[config.mk]
export PLATFORM = sky130hd
export DESIGN_NAME = block_rle_encoder_flat
export DESIGN_NICKNAME = d
export VERILOG_FILES = /design/src/rtl/block_rle_encoder_if.sv /design/src/rtl/block_rle_encoder.sv /design/src/flat_wrapper.sv
export SDC_FILE = /design/constraint.sdc
export NUM_CORES = 1
export LEC_CHECK = 0
export CAP_MARGIN = 5
export CORE_ASPECT_RATIO = 1.4
export CORE_UTILIZATION = 45
export CTS_CLUSTER_SIZE = 10
export DETAILED_ROUTE_END_ITERATION = 10
export MAX_ROUTING_LAYER = met4
export PLACE_DENSITY = 0.73
export SLEW_MARGIN = 20
export SYNTH_ARGS = -nofsm -noshare
export SYNTH_HDL_FRONTEND = slang
export SYNTH_SLANG_ARGS = --single-unit
[constraint.sdc]
create_clock -name clk -period 3.38 [get_ports clk]
set_input_delay 0.676 -clock clk [delete_from_list [all_inputs] [get_ports clk]]
set_output_delay 0.676 -clock clk [all_outputs]
set_load 0.05 [all_outputs]
[src/rtl/block_rle_encoder_if.sv]
// Coefficient-in / symbol-out stream bundle for the block run-length encoder.
// The DUT uses the slave modport; the producer/consumer side uses master.
interface block_rle_encoder_if #(
  parameter int unsigned COEFF_W = 9
);
  logic signed [COEFF_W-1:0] coeff_in;
  logic                      coeff_valid;
  logic                      coeff_ready;
  logic [5:0]                run_out;
  logic signed [COEFF_W-1:0] level_out;
  logic                      eob_out;
  logic                      out_valid;
  logic                      out_ready;
  logic                      block_done;

  modport slave (
    input  coeff_in, coeff_valid, out_ready,
    output coeff_ready, run_out, level_out, eob_out, out_valid, block_done
  );

  modport master (
    output coeff_in, coeff_valid, out_ready,
    input  coeff_ready, run_out, level_out, eob_out, out_valid, block_done
  );
endinterface

[src/rtl/block_rle_encoder.sv]
// Zigzag-ordered 8x8 coefficient block to (run, level) symbols: DC, nonzero ACs, then EOB.
// Optional macro EOB_ELIDE_EN: drop the EOB when coefficient 63 is nonzero.
module block_rle_encoder #(
  parameter int unsigned COEFF_W = 9,
  parameter int unsigned BLK_LEN = 64
) (
  input  logic              clk,
  input  logic              rst_n,
  block_rle_encoder_if.slave bus
);

  localparam int unsigned       PosW    = $clog2(BLK_LEN);
  localparam logic [PosW-1:0]   LastPos = PosW'(BLK_LEN - 1);

  typedef enum logic [0:0] {StAccept, StEobPend} state_e;

  state_e                    state_q, state_d;
  logic [PosW-1:0]           pos_q, pos_d;
  logic [5:0]                zrun_q, zrun_d;
  logic [5:0]                run_q, run_d;
  logic signed [COEFF_W-1:0] level_q, level_d;
  logic                      eob_q, eob_d;
  logic                      valid_q, valid_d;
  logic                      done_q, done_d;
  // Marks the symbol whose handshake completes the block.
  logic                      final_q, final_d;

  logic out_free, xfer, hs, coeff_nz;

  assign out_free        = !valid_q || bus.out_ready;
  assign bus.coeff_ready = (state_q == StAccept) && out_free;
  assign xfer            = bus.coeff_valid && bus.coeff_ready;
  assign hs              = valid_q && bus.out_ready;
  assign coeff_nz        = |bus.coeff_in;

  assign bus.run_out    = run_q;
  assign bus.level_out  = level_q;
  assign bus.eob_out    = eob_q;
  assign bus.out_valid  = valid_q;
  assign bus.block_done = done_q;

  always_comb begin
    state_d = state_q;
    pos_d   = pos_q;
    zrun_d  = zrun_q;
    run_d   = run_q;
    level_d = level_q;
    eob_d   = eob_q;
    final_d = final_q;
    valid_d = valid_q;
    if (hs) valid_d = 1'b0;
    done_d  = hs && final_q;

    case (state_q)
      StAccept: begin
        if (xfer) begin
          if (pos_q == '0) begin
            // DC is always emitted, even when zero.
            run_d   = '0;
            level_d = bus.coeff_in;
            eob_d   = 1'b0;
            final_d = 1'b0;
            valid_d = 1'b1;
          end else if (coeff_nz) begin
            run_d   = zrun_q;
            level_d = bus.coeff_in;
            eob_d   = 1'b0;
            final_d = 1'b0;
            valid_d = 1'b1;
            zrun_d  = '0;
          end else begin
            zrun_d = zrun_q + 6'd1;
          end

          if (pos_q == LastPos) begin
            pos_d  = '0;
            zrun_d = '0;
`ifdef EOB_ELIDE_EN
            if (coeff_nz) final_d = 1'b1;
            else          state_d = StEobPend;
`else
            state_d = StEobPend;
`endif
          end else begin
            pos_d = pos_q + PosW'(1);
          end
        end
      end
      StEobPend: begin
        if (out_free) begin
          run_d   = '0;
          level_d = '0;
          eob_d   = 1'b1;
          final_d = 1'b1;
          valid_d = 1'b1;
          state_d = StAccept;
        end
      end
      default: state_d = StAccept;
    endcase
  end

  always_ff @(posedge clk or negedge rst_n) begin
    if (!rst_n) begin
      state_q <= StAccept;
      pos_q   <= '0;
      zrun_q  <= '0;
      run_q   <= '0;
      level_q <= '0;
      eob_q   <= 1'b0;
      final_q <= 1'b0;
      valid_q <= 1'b0;
      done_q  <= 1'b0;
    end else begin
      state_q <= state_d;
      pos_q   <= pos_d;
      zrun_q  <= zrun_d;
      run_q   <= run_d;
      level_q <= level_d;
      eob_q   <= eob_d;
      final_q <= final_d;
      valid_q <= valid_d;
      done_q  <= done_d;
    end
  end

endmodule

[src/flat_wrapper.sv]
// flat-port wrapper written by rule: the top's interface ports become plain ports
module block_rle_encoder_flat 
#(
  parameter int unsigned COEFF_W = 9,
  parameter int unsigned BLK_LEN = 64
)
  (clk, rst_n, bus_coeff_in, bus_coeff_valid, bus_out_ready, bus_coeff_ready, bus_run_out, bus_level_out, bus_eob_out, bus_out_valid, bus_block_done);
  block_rle_encoder_if #(.COEFF_W(COEFF_W)) bus_i ();
  input  logic clk;
  input  logic rst_n;
  input wire logic [$bits(bus_i.coeff_in)-1:0] bus_coeff_in;
  input wire logic [$bits(bus_i.coeff_valid)-1:0] bus_coeff_valid;
  input wire logic [$bits(bus_i.out_ready)-1:0] bus_out_ready;
  output wire logic [$bits(bus_i.coeff_ready)-1:0] bus_coeff_ready;
  output wire logic [$bits(bus_i.run_out)-1:0] bus_run_out;
  output wire logic [$bits(bus_i.level_out)-1:0] bus_level_out;
  output wire logic [$bits(bus_i.eob_out)-1:0] bus_eob_out;
  output wire logic [$bits(bus_i.out_valid)-1:0] bus_out_valid;
  output wire logic [$bits(bus_i.block_done)-1:0] bus_block_done;
  assign bus_i.coeff_in = bus_coeff_in;
  assign bus_i.coeff_valid = bus_coeff_valid;
  assign bus_i.out_ready = bus_out_ready;
  assign bus_coeff_ready = bus_i.coeff_ready;
  assign bus_run_out = bus_i.run_out;
  assign bus_level_out = bus_i.level_out;
  assign bus_eob_out = bus_i.eob_out;
  assign bus_out_valid = bus_i.out_valid;
  assign bus_block_done = bus_i.block_done;
  block_rle_encoder #(.COEFF_W(COEFF_W), .BLK_LEN(BLK_LEN)) u_core (.clk(clk), .rst_n(rst_n), .bus(bus_i));
endmodule
# Word-level counts from Yosys, hierarchy flattened
# Cells that the tools add are included.
# W data, S select, Z words.
[word_totals]
in_bits = 13
word_cells = 56
regBits = 31
[op_classes]
n_reduce_logical = 11
muxes = 29
n_addsub = 2
bitwise_logic = 1
eq_ne = 5
[ops]
columns = ["cell", "n"]
rows = [
  ["$mux W6", 8],
  ["$mux W9", 4],
  ["$pmux W9 S2", 1],
  ["$add A6 B1 Y6 const B", 2],
  ["$mux W1", 12],
  ["$pmux W6 S2", 1],
  ["$reduce_or A9 Y1", 1],
  ["$eq A6 B6 Y1 const B", 1],
  ["$logic_not A6 Y1", 1],
  ["$pmux W1 S2", 3],
  ["$reduce_and A3 Y1", 2],
  ["$logic_and A1 B1 Y1", 4],
  ["$ne A2 B2 Y1 const B", 2],
  ["$ne A3 B2 Y1 const B", 1],
  ["$ne A2 B1 Y1 const B", 1],
  ["$reduce_and A2 Y1", 1],
  ["$logic_not A1 Y1", 1],
  ["$logic_or A1 B1 Y1", 1],
  ["$not A1 Y1", 1],
]

# Longest topological paths before layout
# Gate-level depths: netlist of the first run.
[depth]
ltp_word = 6
ltp_mapped = 6
mapped_depth_nobuf = 5

# Worst setup path after synthesis of the first run
# OpenSTA, ideal clock, no wires.
[synth_path]
path_type = "register to output"
startpoint = "register u_core.valid_q (netlist: u_core.bus.out_valid)"
endpoint = "output port bus_coeff_ready"
path_stages_with_launch = 3
arrival_ns = 1.502
path_buffers = 0
slack_ns = 1.202
cell_sequence = "dfrtp_1 > nor2b_1 > nor2_1"
[synth_via]
elab_chain_len = 3
[synth_lines]
columns = ["item", "line_no", "source"]
rows = [
  ["start: declaration", "block_rle_encoder.sv:23", "logic valid_q, valid_d;"],
  ["start signal: assignment", "block_rle_encoder.sv:122", "valid_q <= valid_d;"],
  ["$logic_not A1 Y1", "block_rle_encoder.sv:30", "assign out_free = !valid_q || bus.out_ready;"],
  ["$logic_or A1 B1 Y1", "block_rle_encoder.sv:30", ""],
  ["$logic_and A1 B1 Y1", "block_rle_encoder.sv:31", "assign bus.coeff_ready = (state_q == StAccept) && out_free;"],
  ["end: declaration", "flat_wrapper.sv:14", "output wire logic [$bits(bus_i.coeff_ready)-1:0] bus_coeff_ready;"],
]
# Every way passes these cells.

# Worst setup path after layout of the first run
[layout_path]
startpoint = "input port bus_out_ready"
endpoint = "output port bus_coeff_ready"
[layout_via]
elab_chain_len = 2
[layout_lines]
columns = ["item", "line_no", "source"]
rows = [
  ["start: declaration", "flat_wrapper.sv:13", "input wire logic [$bits(bus_i.out_ready)-1:0] bus_out_ready;"],
  ["$logic_or A1 B1 Y1", "block_rle_encoder.sv:30", ""],
  ["$logic_and A1 B1 Y1", "block_rle_encoder.sv:31", ""],
]
# Every way passes these cells.

==> results.yml, run 1 <==
yosys:
  synth_most_common_cell: "dfrtp_1"
  synth_top_area_share_pct: 48.55
  ys_warn_count: 0
  yosysSeqAreaShare_pct: 48.55
  async_flop_share_pct: 100.0
  synth_compound_area_share_pct: 19.97
  synthDistinctLibCells: 39
  synth_top_flop_cell: "dfrtp_1"
  synthTopCellsByCount: "dfrtp_1, nand2_1, nand2b_1"
  netlist_area_um2: 1598
  synth_nets: 167
  synth_simple_gate_area_share_pct: 23.18
  synth_edf_count: 0
  synth_mux_area_share_pct: 0
  netlist_instances: 151
  synth_top_family_by_area: "simple AND/OR/NAND/NOR gates"
  synthAdderAreaFrac_pct: 2.349
  synth_seq_cells: 31
  synth_top_area_cell: "dfrtp_1"
  synth_area_leaders: "dfrtp_1, nand2b_1, nand2_1"
  syn_area_per_cell_um2: 10.58
  synth-xor-area-share_pct: 1.096
die:
  initial_utilization_pct: 47.30
  die_area_um2: 3796
  die_h_um: 72.51
  die_w_um: 52.36
  num_rows: 25
  core_area_um2: 3378
  io_pins: 32
worst_setup_path:
  worstPathMaxFanout: 12
  critPathRequiredTime_ps: 2700
  critPathArrivalTime_ps: 2220
  crit_start: "bus_out_ready"
  slowest_stage: "nor2b_1"
  crit_cells: 4
  ff2ff_path_depth: 4
  timing.rr.start: "u_core.bus.out_valid$_DFF_PN0_"
  r2r-end: "u_core.zrun_q[5]$_DFFE_PN0P_"
  slowest_delay_ps: 740
  cp_cell_sequence: "clkdlybuf4s50_1 > nor2b_1 > nor2_1 > buf_4"
  worst-path-buf-inv: 2
  endpoint_kind: "output pin"
  criticalPathCategory: "in -> out"
  crit_path_end: "bus_coeff_ready"
  path_delay_family: "simple AND/OR/NAND/NOR gates"
  rrSetupSlack_ps: 1540
  cp-start-kind: "primary input"
timing:
  grt_setup_unrepaired: "false"
  maxSlewViolCount: 0
  worst_pin_slew_ps: 945.7
  fin_hold_ws_ps: 507.7
  setup_viol: 0
  finalCriticalPeriod_ps: 2893
  finalSetupTns_ps: 0
  clock_skew_ps: 2.501
  finalHoldViolCount: 0
  relSlewSlack_pct: 36.82
  fin_crit_sh_pct: 85.59
  fmax_mhz: 345.7
cells_and_area:
  area_delta_synth_final_pct: 24.90
  fillers: 284
  antenna_cells: 0
  layout-drive-gt1-share_pct: 11.35
  final_nets: 200
  design_area_um2: 1996
cts:
  clk_pin_slew_ps: 60
  tritoncts: "built"
  post-cts-setup-buffer-count: 0
  clk_path_buf_depth: 2
  clock_latency_ps: 280
  cts_sinks: 31
  hold_buffers: 0
  cts_resized: 0
  cts_root_buf: "clkbuf_8"
  htreeDepth: 2
  cts-buffers-inserted: 5
power:
  switching_power_w: 0.0003655
  pwr-share-clk_pct: 27.0
  p_leak_nw: 0.8253
  ir_worst_vdd_mv: 0.3674
  power_frac_seq_pct: 46.0
  p_int_w: 0.0006668
  p_per_area_nw_per_um2: 517.2
  p_total_w: 0.001032
  power.share.switching_pct: 35.41
  power_frac_comb_pct: 27.0
routing:
  remaining_drc_errors: 0
  wl_mm: 3.435
  ant_nets: 0
  first_pass_iters: 4
  vias: 1262
  drt_iter0_markers: 38
  avgRoutedWirePerCell_um: 15.27
  via_per_inst: 5.609
grt:
  grt_pass1_wl_mm: 5.871
  grt_max_degree: 32
  overflow: 0
  antenna_found_initial: 0
  grt_pass1_vias: 1314
  grt_usage_pct: 21.55
place:
  place_area_um2: 1912
  finalWeightedCongestion: 0.7938
  port_buffers: 31
  hpwlAfterDp_mm: 2.476
min_path:
  holdPathStages: 1
  hp-class: "reg -> reg"
job:
  drv_cap: 0
run_status:
  status: "complete, no violations"
routing by layer:
metal  wire [um]  GRT usage, %
met5           0             -
met4          54         9.064
met3         140         5.660
met2        1778         33.76
met1        1461         25.81
flip-flops by register name (all words and copies together) (netlist names):
signal                 flops
u_core.bus.out_valid       1
u_core.state_q             1
u_core.bus.eob_out         1
u_core.bus.block_done      1
u_core.bus.level_out       9
u_core.bus.run_out         6
u_core.zrun_q              6
u_core.pos_q               6
how the worst min path moves through the flow:
stage,to,slack [ps],start
after floorplan,u_core.bus.block_done$_DFF_PN0_,380,rst_n
after CTS,u_core.bus.run_out[3]$_DFFE_PN0P_,510,u_core.bus.run_out[3]$_DFFE_PN0P_
after global placement,u_core.bus.run_out[5]$_DFFE_PN0P_,480,u_core.zrun_q[5]$_DFFE_PN0P_
final,u_core.bus.run_out[3]$_DFFE_PN0P_,510,u_core.bus.run_out[3]$_DFFE_PN0P_
after global routing,u_core.bus.run_out[0]$_DFFE_PN0P_,550,u_core.bus.run_out[0]$_DFFE_PN0P_
after detailed placement,u_core.bus.run_out[3]$_DFFE_PN0P_,500,u_core.bus.run_out[3]$_DFFE_PN0P_
through the flow:
| step | instances | utilization, % | setup WS [ps] |
|---|---|---|---|
| final | 225 | 59.07 | 487.0 |
| after CTS | 225 | 59.07 | 510.0 |
| after floorplan | 151 | - | 1202 |
| after detailed placement | 217 | 56.59 | 512.3 |
| after global placement | 217 | 56.59 | 540.7 |
| after global routing | 225 | 59.07 | 411.1 |
final cells by class:
cell class / count / area, um2 / share of cell area, %
Clock buffer: 5 / 68.82 / 3.448
Clock inverter: 3 / 15.01 / 0.7524
Inverter: 7 / 26.28 / 1.317
Multi-Input combinational cell: 107 / 744.5 / 37.30
Sequential cell: 31 / 775.7 / 38.87
Tap cell: 40 / 50.05 / 2.508
Timing Repair Buffer: 32 / 315.3 / 15.80
cell usage in the layout, fill, tap and decap left out, types with 2 or more instances in the layout:
| cell type | instances |
|---|---|
| dfrtp_1 | 31 |
| clkdlybuf4s50_1 | 30 |
| nand2_1 | 18 |
| nand2b_1 | 12 |
| o21ai_0 | 8 |
| inv_1 | 7 |
| nand3_1 | 7 |
| a22o_1 | 6 |
| o211ai_1 | 6 |
| clkbuf_8 | 5 |
| nor2_1 | 4 |
| and3_1 | 4 |
| a311oi_1 | 4 |
| o22ai_1 | 4 |
| o21ai_1 | 3 |
| a22oi_1 | 3 |
| ha_1 | 3 |
| clkinv_2 | 3 |
| nor3_1 | 2 |
| nand4_1 | 2 |
| xnor2_1 | 2 |
| a21o_1 | 2 |
| a21oi_1 | 2 |
| buf_4 | 2 |
power groups by stage:
stage          Clock [W]  Combinational, W  Sequential [W]
5_1_grt         0.000303          0.000309        0.000482
2_1_floorplan          0          0.000132        0.000536
3_3_place_gp           0          0.000273        0.000475
6_report        0.000279          0.000279        0.000475
3_5_place_dp           0          0.000281        0.000480
4_1_cts         0.000290          0.000282        0.000474
kinds of logic (layout without fill, tap and decap cells):
kind of cell | count (synthesis) | count (layout)
and+or+nand+nor | 60 | 60
AOI/OAI and AO/OA | 42 | 42
xor gates and xnor gates | 2 | 2
adders and majority gates | 3 | 3
buffers and inverters | 13 | 47
DFF | 31 | 31
(Power assumes the default switching activity.)
==> run 2: changes to the inputs <==
==> constraint.sdc (replaced) <==
create_clock -name clk -period 3.4 [get_ports clk]
set_input_delay 0.68 -clock clk [delete_from_list [all_inputs] [get_ports clk]]
set_output_delay 0.68 -clock clk [all_outputs]
set_load 0.05 [all_outputs]
==> run 2 against run 1 <==
  * Wire length grew 1.0%
  * Clock power is essentially flat
  * Sequential share of layout area is the same
  * Total power shrank 0.20%
  * Combinational power is essentially flat
  * Setup slack gained 27 ps
  * Highest routed layer unchanged
  * Largest power group unchanged
  * Non-clock buffer count is the same
  * Clock-buffer cell count is the same
  * Die area is the same
  * First-iteration DRC count shrank 37%
==> results.yml, run 2 (synthesis gave the netlist of run 1 again) <==
run_status:
  status: "complete, no violations"
timing:
  setup_viol: 0
  fin_crit_sh_pct: 84.87
  maxSlewViolCount: 0
  clock_skew_ps: 6.490
  finalSetupTns_ps: 0
  worst_pin_slew_ps: 932.4
  grt_setup_unrepaired: "false"
  fmax_mhz: 346.6
  finalCriticalPeriod_ps: 2886
  finalHoldViolCount: 0
  relSlewSlack_pct: 37.71
worst_setup_path:
  crit_start: "bus_out_ready"
  slowest_delay_ps: 730
  cp-start-kind: "primary input"
  ff2ff_path_depth: 4
  endpoint_kind: "output pin"
  worstPathMaxFanout: 12
  slowest_stage: "nor2b_1"
  rrSetupSlack_ps: 1540
  critPathArrivalTime_ps: 2210
  timing.rr.start: "u_core.bus.out_valid$_DFF_PN0_"
  cp_cell_sequence: "clkdlybuf4s50_1 > nor2b_1 > nor2_1 > buf_4"
  criticalPathCategory: "in -> out"
  critPathRequiredTime_ps: 2720
  r2r-end: "u_core.zrun_q[2]$_DFFE_PN0P_"
  path_delay_family: "simple AND/OR/NAND/NOR gates"
  worst-path-buf-inv: 2
place:
  port_buffers: 31
  hpwlAfterDp_mm: 2.522
  finalWeightedCongestion: 0.7940
cts:
  cts_root_buf: "clkbuf_8"
  cts-buffers-inserted: 5
  hold_buffers: 0
  clock_latency_ps: 280
  clk_path_buf_depth: 2
  htreeDepth: 2
  clk_pin_slew_ps: 60
  tritoncts: "built"
  cts_resized: 0
  post-cts-setup-buffer-count: 0
  cts_sinks: 31
min_path:
  hold_start: "u_core.bus.run_out[3]$_DFFE_PN0P_"
  holdPathStages: 1
  min_to: "u_core.bus.run_out[3]$_DFFE_PN0P_"
  hp-class: "reg -> reg"
die:
  io_pins: 32
  die_w_um: 52.36
  core_area_um2: 3378
  die_area_um2: 3796
  num_rows: 25
  initial_utilization_pct: 47.30
  die_h_um: 72.51
grt:
  overflow: 0
  grt_usage_pct: 21.38
  grt_pass1_wl_mm: 5.968
  grt_max_degree: 32
  grt_pass1_vias: 1341
  antenna_found_initial: 0
power:
  power_frac_seq_pct: 45.8
  pwr-share-clk_pct: 27.2
  p_per_area_nw_per_um2: 516.2
  p_leak_nw: 0.8253
  switching_power_w: 0.0003669
  power_frac_comb_pct: 27.0
  ir_worst_vdd_mv: 0.3352
  p_int_w: 0.0006633
  power.share.switching_pct: 35.61
job:
  drv_cap: 0
routing:
  avgRoutedWirePerCell_um: 15.43
  wl_mm: 3.471
  remaining_drc_errors: 0
  ant_nets: 0
  drt_iter0_markers: 24
  first_pass_iters: 4
  vias: 1260
  via_per_inst: 5.600
cells_and_area:
  layout-drive-gt1-share_pct: 11.35
  antenna_cells: 0
  final_nets: 200
  final_cell_mix: "dfrtp_1, clkdlybuf4s50_1, nand2_1"
  layout_commonest_cell: "dfrtp_1"
  final_util_pct: 59.07
  largest_register_ffs: 9
  area_delta_synth_final_pct: 24.90
run 2: cell counts in the layout (fill, tap and decap cells not counted):
No cell type changed its count.
run 2: power groups by stage:
stage	sequential (W)	clock [W]	combinational (W)
final	0.000472	0.000280	0.000278
after global routing	0.000478	0.000302	0.000303
after CTS	0.000471	0.000284	0.000281
after detailed placement	0.000477	0	0.000280
after global placement	0.000472	0	0.000272
after floorplan	0.000533	0	0.000131
run 2: worst reg2reg max path: stages (launching register included):
cell and delay [ps]:
dfrtp_1 400, nor2b_1 290, nor3b_4 620, nand4_2 260, o22ai_1 190
run 2: per-stage QoR:
| stage | area [um2] | hold slack (ps) | instances | power, W | setup slack [ps] |
|---|---|---|---|---|---|
| 2_1_floorplan | 1598 | 384.4 | 151 | 0.0006640 | 1218 |
| 3_3_place_gp | 1912 | 479.0 | 217 | 0.0007440 | 552.7 |
| 3_5_place_dp | 1912 | 496.0 | 217 | 0.0007572 | 506.1 |
| 4_1_cts | 1996 | 510.5 | 225 | 0.001037 | 499.6 |
| 5_1_grt | 1996 | 546.1 | 225 | 0.001083 | 378.0 |
| 6_report | 1996 | 507.8 | 225 | 0.001030 | 514.5 |
run 2: worst max path at each step:
stage	to	slack [ps]	depth (start not counted)
6_report	bus_coeff_ready	510	4
3_5_place_dp	bus_coeff_ready	510	4
4_1_cts	bus_coeff_ready	500	4
2_1_floorplan	bus_coeff_ready	1220	2
5_1_grt	bus_coeff_ready	380	4
3_3_place_gp	bus_coeff_ready	550	4
run 2: layer usage:
metal	vias up	track usage, %	routed length [um]
li1	612	-	-
met4	0	8.772	42
met1	614	25.40	1494
met5	-	-	0
met2	29	34.60	1805
met3	5	4.403	127
run 2: area by class of cell:
| class | count | area (um2) |
|---|---|---|
| timing repair buffer | 32 | 315.3 |
| multi-input combinational | 107 | 744.5 |
| clock inverter | 3 | 15.01 |
| tap | 40 | 50.05 |
| inverter | 7 | 26.28 |
| sequential | 31 | 775.7 |
| clock buffer | 5 | 68.82 |
| fill | 293 | 1383 |
